$ cat src/rtl/uart_pkg.sv
// rtl/uart_pkg.sv - shared UART constants and receiver state encoding
package uart_pkg;

  // 50 MHz / 115200 baud, shared with the transmitter
  localparam int UART_CLKS_PER_BIT = 434;

  localparam int DATA_W = 8;

  typedef enum logic [2:0] {
    RX_IDLE,
    RX_START,
    RX_DATA,
    RX_STOP,
    RX_WAIT_HIGH
  } rx_state_e;

endpackage

$ cat src/rtl/sync_2ff.sv
// rtl/sync_2ff.sv - two-flop synchronizer for an asynchronous level, resets high
module sync_2ff (
  input  logic clk,
  input  logic rst,
  input  logic d,
  output logic q
);

  logic meta;

  // Both stages reset to 1 so an idle-high line never looks like an edge out of reset
  always_ff @(posedge clk) begin
    if (rst) begin
      meta <= 1'b1;
      q    <= 1'b1;
    end else begin
      meta <= d;
      q    <= meta;
    end
  end

endmodule

$ cat src/rtl/uart_rx.sv
// rtl/uart_rx.sv - 8N1 UART receiver for the USB-RS232 link
module uart_rx
  import uart_pkg::*;
#(
  parameter int CLKS_PER_BIT = UART_CLKS_PER_BIT
) (
  input  logic              clk,
  input  logic              rst,
  input  logic              usb_rs232_rxd,
  output logic [DATA_W-1:0] rx_data,
  output logic              rx_valid,
  output logic              rx_frame_err,
  output logic              rx_busy
);

  localparam int HALF_BIT = CLKS_PER_BIT / 2;
  localparam int CNT_W    = $clog2(CLKS_PER_BIT);

  localparam logic [CNT_W-1:0] BIT_LAST  = CNT_W'(CLKS_PER_BIT - 1);
  localparam logic [CNT_W-1:0] HALF_LAST = CNT_W'(HALF_BIT - 1);

  logic              rxs;
  rx_state_e         state, state_nx;
  logic [CNT_W-1:0]  clk_cnt, clk_cnt_nx;
  logic [2:0]        bit_idx, bit_idx_nx;
  logic [DATA_W-1:0] shift_reg, shift_nx;
  logic [DATA_W-1:0] rx_data_nx;
  logic              valid_nx, err_nx;

  sync_2ff u_sync (
    .clk (clk),
    .rst (rst),
    .d   (usb_rs232_rxd),
    .q   (rxs)
  );

  // State, counters, shifter and registered output strobes
  always_ff @(posedge clk) begin
    if (rst) begin
      state        <= RX_IDLE;
      clk_cnt      <= '0;
      bit_idx      <= '0;
      shift_reg    <= '0;
      rx_data      <= '0;
      rx_valid     <= 1'b0;
      rx_frame_err <= 1'b0;
    end else begin
      state        <= state_nx;
      clk_cnt      <= clk_cnt_nx;
      bit_idx      <= bit_idx_nx;
      shift_reg    <= shift_nx;
      rx_data      <= rx_data_nx;
      rx_valid     <= valid_nx;
      rx_frame_err <= err_nx;
    end
  end

  // Frame sequencing: each phase samples rxs on its last cycle
  always_comb begin
    state_nx   = state;
    clk_cnt_nx = clk_cnt + CNT_W'(1);
    bit_idx_nx = bit_idx;
    shift_nx   = shift_reg;
    rx_data_nx = rx_data;
    valid_nx   = 1'b0;
    err_nx     = 1'b0;

    case (state)
      RX_IDLE: begin
        clk_cnt_nx = '0;
        if (!rxs) state_nx = RX_START;
      end
      RX_START: begin
        if (clk_cnt == HALF_LAST) begin
          clk_cnt_nx = '0;
          if (rxs) begin
            state_nx = RX_IDLE;
          end else begin
            state_nx   = RX_DATA;
            bit_idx_nx = '0;
          end
        end
      end
      RX_DATA: begin
        if (clk_cnt == BIT_LAST) begin
          clk_cnt_nx = '0;
          shift_nx   = {rxs, shift_reg[DATA_W-1:1]};
          if (bit_idx == 3'd7) state_nx = RX_STOP;
          else                 bit_idx_nx = bit_idx + 3'd1;
        end
      end
      RX_STOP: begin
        if (clk_cnt == BIT_LAST) begin
          clk_cnt_nx = '0;
          if (rxs) begin
            rx_data_nx = shift_reg;
            valid_nx   = 1'b1;
            state_nx   = RX_IDLE;
          end else begin
            err_nx   = 1'b1;
            state_nx = RX_WAIT_HIGH;
          end
        end
      end
      RX_WAIT_HIGH: begin
        clk_cnt_nx = '0;
        if (rxs) state_nx = RX_IDLE;
      end
      default: begin
        clk_cnt_nx = '0;
        state_nx   = RX_IDLE;
      end
    endcase
  end

  assign rx_busy = (state != RX_IDLE);

endmodule
$ cat config.mk
export PLATFORM = sky130hd
export DESIGN_NAME = uart_rx
export DESIGN_NICKNAME = d
export VERILOG_FILES = /design/src/rtl/uart_pkg.sv /design/src/rtl/sync_2ff.sv /design/src/rtl/uart_rx.sv
export SDC_FILE = /design/constraint.sdc
export NUM_CORES = 1
export LEC_CHECK = 0
export CORE_MARGIN = 10
export CORE_UTILIZATION = 55
export CTS_CLUSTER_SIZE = 28
export DETAILED_ROUTE_END_ITERATION = 6
export MAX_ROUTING_LAYER = met4
export PLACE_DENSITY = 0.75
export SLEW_MARGIN = 25
export SYNTH_ARGS = -nofsm -noshare
export SYNTH_HDL_FRONTEND = slang
export SYNTH_SLANG_ARGS = --single-unit
export TNS_END_PERCENT = 20
$ cat constraint.sdc
create_clock -name clk -period 4.3 [get_ports clk]
set_input_delay 0.86 -clock clk [delete_from_list [all_inputs] [get_ports clk]]
set_output_delay 0.86 -clock clk [all_outputs]
set_load 0.005 [all_outputs]
Word level (Yosys, flattened, before mapping)
Index checks and enable logic that the tools add are counted.

Bits in registers: 35. Input bits: 3. Output and inout port bits: 11.

$add $sub $neg: 2. Equality and inequality tests: 15. Muxes and demuxes: 19. Bitwise operators: 2. Reduce and logical (&&, ||, !) cells: 9.

Operator list (number): 3-bit 2-to-1 mux (11); 9-bit 2-to-1 mux (2); 9-bit case mux with 2 select lines (1); 3-bit case mux with 5 select lines (1); 2-bit inequality test (second input constant) (7); 9-bit by 1-bit adder with 9-bit output (second input constant) (1); 9-bit by 8-bit == test with 1-bit output (second input constant) (1); 9-bit == test (second input constant) (1); 3-bit by 2-bit == test with 1-bit output (second input constant) (2); 3-bit == test (second input constant) (2); 3-bit case mux with 2 select lines (1); 6-bit AND reduction (1); 5-bit AND reduction (1); 3-bit by 1-bit adder with 3-bit output (second input constant) (1); 3-bit by 1-bit == test with 1-bit output (second input constant) (1); 3-bit logical NOT (1); 3-bit AND reduction (1); 3-bit nonzero test (1); 3-bit OR reduction (1); 1-bit 2-to-1 mux (2); 2-bit 2-to-1 mux (1); 2-bit by 1-bit inequality test with 1-bit output (second input constant) (1); 1-bit NOT (2); 2-bit AND reduction (1); 2 further kinds (2).

Longest topological paths before layout
Depth after elaboration: 4. Mapped depth: 7.

Cells and area by module
Synthesis repeated with hierarchy kept, for this count alone.

Cells, all modules: 177. Area total of the unflattened synthesis: 1601.5 um^2.

Modules (own cells, without submodules): uart_rx (instances 1, cells an instance 173, area an instance 1549.0 um^2, sequential area each 660.6 um^2); sync_2ff (instances 1, cells an instance 4, area an instance 52.6 um^2, sequential area each 40.0 um^2).

Worst setup path before layout
OpenSTA, ideal clock, no wires.

Kind: register -> register. From: reg bit_idx[0]. To: reg bit_idx[0]. Setup time: 0.067 ns. Data arrival time: 1.643 ns. Required time: 4.233 ns. Path slack: 2.590 ns. Stages on the path, launching flop included: 8. Path buffers: 0. Clock period less this slack: 1.710 ns. Cell sequence: dfxtp_1 > ha_1 > ha_1 > nor3b_1 > o21bai_1 > a221o_1 > or3_1 > a21oi_2.

Word-level cells in the longest chain between the ends: 4. Elaborated cells on any way between the ends: 7. Classes of those cells: add/sub: 1; eq/ne: 2; mux: 3; reduce/logical: 1.

RTL lines: from (decl) (line uart_rx.sv:25) `logic [2:0] bit_idx, bit_idx_nx;`; from (signal assigned) (line uart_rx.sv:50) `bit_idx <= bit_idx_nx;`; 3-bit by 1-bit adder with 3-bit output (line uart_rx.sv:89) `else bit_idx_nx = bit_idx + 3'd1;`; 3-bit 2-to-1 mux (line uart_rx.sv:88) `if (bit_idx == 3'd7) state_nx = RX_STOP;`; 3-bit 2-to-1 mux (line uart_rx.sv:85) `if (clk_cnt == BIT_LAST) begin`; 3-bit case mux with 2 select lines (line uart_rx.sv:68) `case (state)`.

Parallel ways exist; a longest one is shown, timed or not. The select of a mux whose other input is x is not followed. A chain may end at the register's enable or synchronous reset.

Final worst setup path
From: reg state[0]. To: out rx_busy.

Word-level cells in the longest chain between the ends: 1.

RTL lines: from (decl) (line uart_rx.sv:23) `rx_state_e state, state_nx;`; from (signal assigned) (line uart_rx.sv:48) `state <= state_nx;`; 3-bit nonzero test (line uart_rx.sv:116) `assign rx_busy = (state != RX_IDLE);`; to (decl) (line uart_rx.sv:13) `output logic rx_busy`.

No other way between the ends.

==> impl_metrics.json <==
{
  "warning_count_from_the_yosys_run": 0,
  "max_clock_freq_mhz": 409,
  "crit_family": "buffers and inverters",
  "die-width_um": 72.8,
  "ctsResizeCount": 0,
  "critPathArrivalTime_ns": 1.59,
  "post_synthesis_cells": 169,
  "yosysUniqueCellTypes": 38,
  "synth_area_leader_cell": "sky130_fd_sc_hd__dfxtp_1",
  "tritoncts": "done",
  "cp_slowest_cell": "sky130_fd_sc_hd__clkdlybuf4s50_1",
  "setup-violations-final": 0,
  "grt_overflow": 0,
  "top_layer": "met4",
  "leading_post_synthesis_cells_by_cell_area": "sky130_fd_sc_hd__dfxtp_1 (46%), sky130_fd_sc_hd__nor2_1 (6.1%), sky130_fd_sc_hd__mux2i_1 (5.9%)",
  "finalCritPeriodShare": 0.569,
  "grt_pass1_vias": 1088,
  "clk-insertion-delay-late_ns": 0.35,
  "htree_num_levels": 2,
  "cts_buffer_depth": 2,
  "endpoint_kind": "primary output",
  "syn_avg_cell_area_um2": 9.07,
  "class_of_the_most_critical_setup_path": "register to primary output",
  "grt_pass1_wl_um": 4750,
  "totalNegativeSetupSlack_ns": 0,
  "worst-slew-pin-transition_ns": 0.922,
  "cts_inserted_buffers": 5,
  "yosys-top-cells-count": "sky130_fd_sc_hd__dfxtp_1 (35), sky130_fd_sc_hd__nor2_1 (25), sky130_fd_sc_hd__nand2_1 (18), sky130_fd_sc_hd__a21oi_1 (11), sky130_fd_sc_hd__nand3_1 (10)",
  "finish.net_count": 190,
  "worst_r2r_startpoint": "clk_cnt[2]$_SDFF_PP0_",
  "gr-usage-all-layers": 0.115,
  "detail-route-antenna-nets": 0,
  "timing.critical_path.from_type": "register",
  "master_cell_of_the_clock_root_buffer": "sky130_fd_sc_hd__clkbuf_4",
  "post_synth_edffs": 0,
  "asyncSetResetFlopFracSynth": 0,
  "grt_setup_unrepaired": "false",
  "cts_sinks": 35,
  "dp_slack_ns": 1.70,
  "final_slew_viol_count": 0,
  "final-hold-violation-count": 0,
  "antenna_found_initial": 0,
  "largest_reg_flops": 9,
  "placeable_core_area_mm2": 0.00271,
  "timing.critical_path.buf_inv": 1,
  "run_status": "finished clean",
  "total_power_w": 0.000519,
  "row_count": 19,
  "seq_total_area_yosys": 0.457,
  "wl_per_cell_um": 12.9,
  "dp_cells": 206,
  "synth-seq-cells": 35,
  "final.setup_skew_ns": 0.0137,
  "met3_length_um": 131,
  "critPathMaxStageDelay_ns": 0.45,
  "gpl.final_weighted_congestion": 0.808,
  "routed-wl-met2_um": 1320,
  "route.final.wire_length_um": 2750,
  "max_cap_violations": 0,
  "cp_max_fo": 10,
  "diodes": 0,
  "drt_drc_violations_left": 0,
  "dpl.hpwl_um": 2030,
  "fp.dieArea_mm2": 0.00530,
  "dr.first_iter.drc_count": 39,
  "hold-path-endpoint": "u_sync.q$_SDFF_PP1_",
  "die_h_um": 72.8,
  "largest_net_degree_at_the_start_of_global_routing": 29,
  "power_density_mw_per_mm2": 300,
  "synthesis.area_mm2": 0.00153,
  "holdPathStages": 1,
  "final_period_minus_worst_setup_slack_ns": 2.45,
  "floorplan.initialDensity": 0.566,
  "area_fraction_of_the_dominant_cell_type_after_synthesis": 0.457,
  "hp-class": "register to register",
  "syn2layout_area_growth_pct": 12.9,
  "yosys.cell_count.top_type": "sky130_fd_sc_hd__dfxtp_1",
  "detail_route.first_pass.iterations": 4,
  "reg2regPathDepth": 5,
  "io_pins": 14,
  "path_cells": "or3_1, clkdlybuf4s50_1",
  "cts.repair_timing.setup_buffer_count": 0,
  "r2r_slack_ns": 2.31,
  "clkSlewWorstSetupHoldPaths_ns": 0.10,
  "final_critical_path_setup_slack_ns": 1.85,
  "syn-num-nets": 177,
  "worst_r2r_endpoint": "clk_cnt[3]$_SDFF_PP0_",
  "hold_ws_ns": 0.421,
  "post_drt_via_cell_ratio": 5.49,
  "synthFlopType": "sky130_fd_sc_hd__dfxtp_1",
  "port-buffer-count": 13,
  "vias": 1174,
  "holdCritStartpoint": "u_sync.meta$_SDFF_PP1_",
  "leakagePower_nw": 0.590,
  "m1WireLength_um": 1240,
  "cts_hold_buf": 0,
  "drive_gt1_frac": 0.0929,
  "wp_data_required_ns": 3.44,
  "vdd_ir_drop_max_uv": 266,
  "slew_headroom": 0.384,
  "layoutNonFillerInstCount": 214
}
==> worst register-to-register path, cell delays in order, from the launching register on <==
cell and delay, ns:
sky130_fd_sc_hd__dfxtp_1 0.37, sky130_fd_sc_hd__and4b_4 0.36, sky130_fd_sc_hd__and4_1 0.46, sky130_fd_sc_hd__o2bb2ai_1 0.19, sky130_fd_sc_hd__o221ai_2 0.38, sky130_fd_sc_hd__nor2_1 0.10
==> metal layers <==
layer	track usage	vias up
met5	-	-
met1	0.131	546
met3	0.0340	7
met4	0.0633	0
li1	-	604
met2	0.176	17
==> worst max path at each step <==
| stage | start | to | slack, ns | cells past startpoint |
|---|---|---|---|---|
| CTS | state[0]$_SDFFE_PP0P_ | rx_busy | 1.83 | 2 |
| global route | state[0]$_SDFFE_PP0P_ | rx_busy | 1.79 | 2 |
| finish | state[0]$_SDFFE_PP0P_ | rx_busy | 1.85 | 2 |
| detailed placement | rst | clk_cnt[3]$_SDFF_PP0_ | 1.70 | 4 |
| floorplan | bit_idx[0]$_SDFFE_PP0P_ | bit_idx[0]$_SDFFE_PP0P_ | 2.59 | 7 |
| global placement | rst | clk_cnt[3]$_SDFF_PP0_ | 1.76 | 4 |
==> power breakdown <==
group	internal, W	switching, W	total [W]
sequential	0.000326	0.00000231	0.000328
clock	0.0000624	0.000114	0.000177
combinational	0.00000649	0.00000831	0.0000148
total	0.000394	0.000125	0.000519
==> cells in the final DEF, fill, tap and decap left out, drive strengths merged <==
cell	Yosys	layout
o21ai	2	2
nor4	2	2
xnor2	5	5
mux2i	9	9
inv	4	4
clkdlybuf4s50	0	13
xor2	2	2
nor2b	4	4
clkinvlp	0	2
nor3b	2	2
or3	2	2
or2	4	4
o22ai	1	1
o31ai	1	1
and4	1	1
and4bb	1	1
nor2	25	25
nand4	1	1
and2	1	1
o221ai	1	1
or4b	1	1
nand2b	1	1
clkbuf	5	5
o2bb2ai	2	2
dfxtp	35	35
a21oi	12	12
and4b	2	2
ha	5	5
and3	3	3
a221o	1	1
nand2	18	18
nor3	3	3
o21bai	1	1
nand3	10	10
clkinv	0	1
==> metrics by stage <==
step                 util  area (µm²)
floorplan               -        1530
global placement    0.617        1670
detailed placement  0.617        1670
CTS                 0.639        1730
global route        0.639        1730
finish              0.639        1730
==> final cells by class <==
class / instances / area, µm²
clock inverter: 3 / 20.0
tap: 31 / 38.8
clock buffer: 5 / 37.5
fill: 242 / 980
multi-input combinational: 123 / 788
timing repair buffer: 13 / 130
inverter: 4 / 15.0
sequential: 35 / 701
==> logic make-up (layout without fill, tap and decap cells) <==
group	count (synthesis)	count (layout)	synth area share
and+or+nand+nor	81	81	0.285
DFF	35	35	0.457
AOI/OAI and AO/OA	21	21	0.0898
buffers and inverters	11	25	0.0286
muxes	9	9	0.0588
xor gates and xnor gates	7	7	0.0400
adders and majority gates	5	5	0.0408
Power figures use the tool's default switching activity.
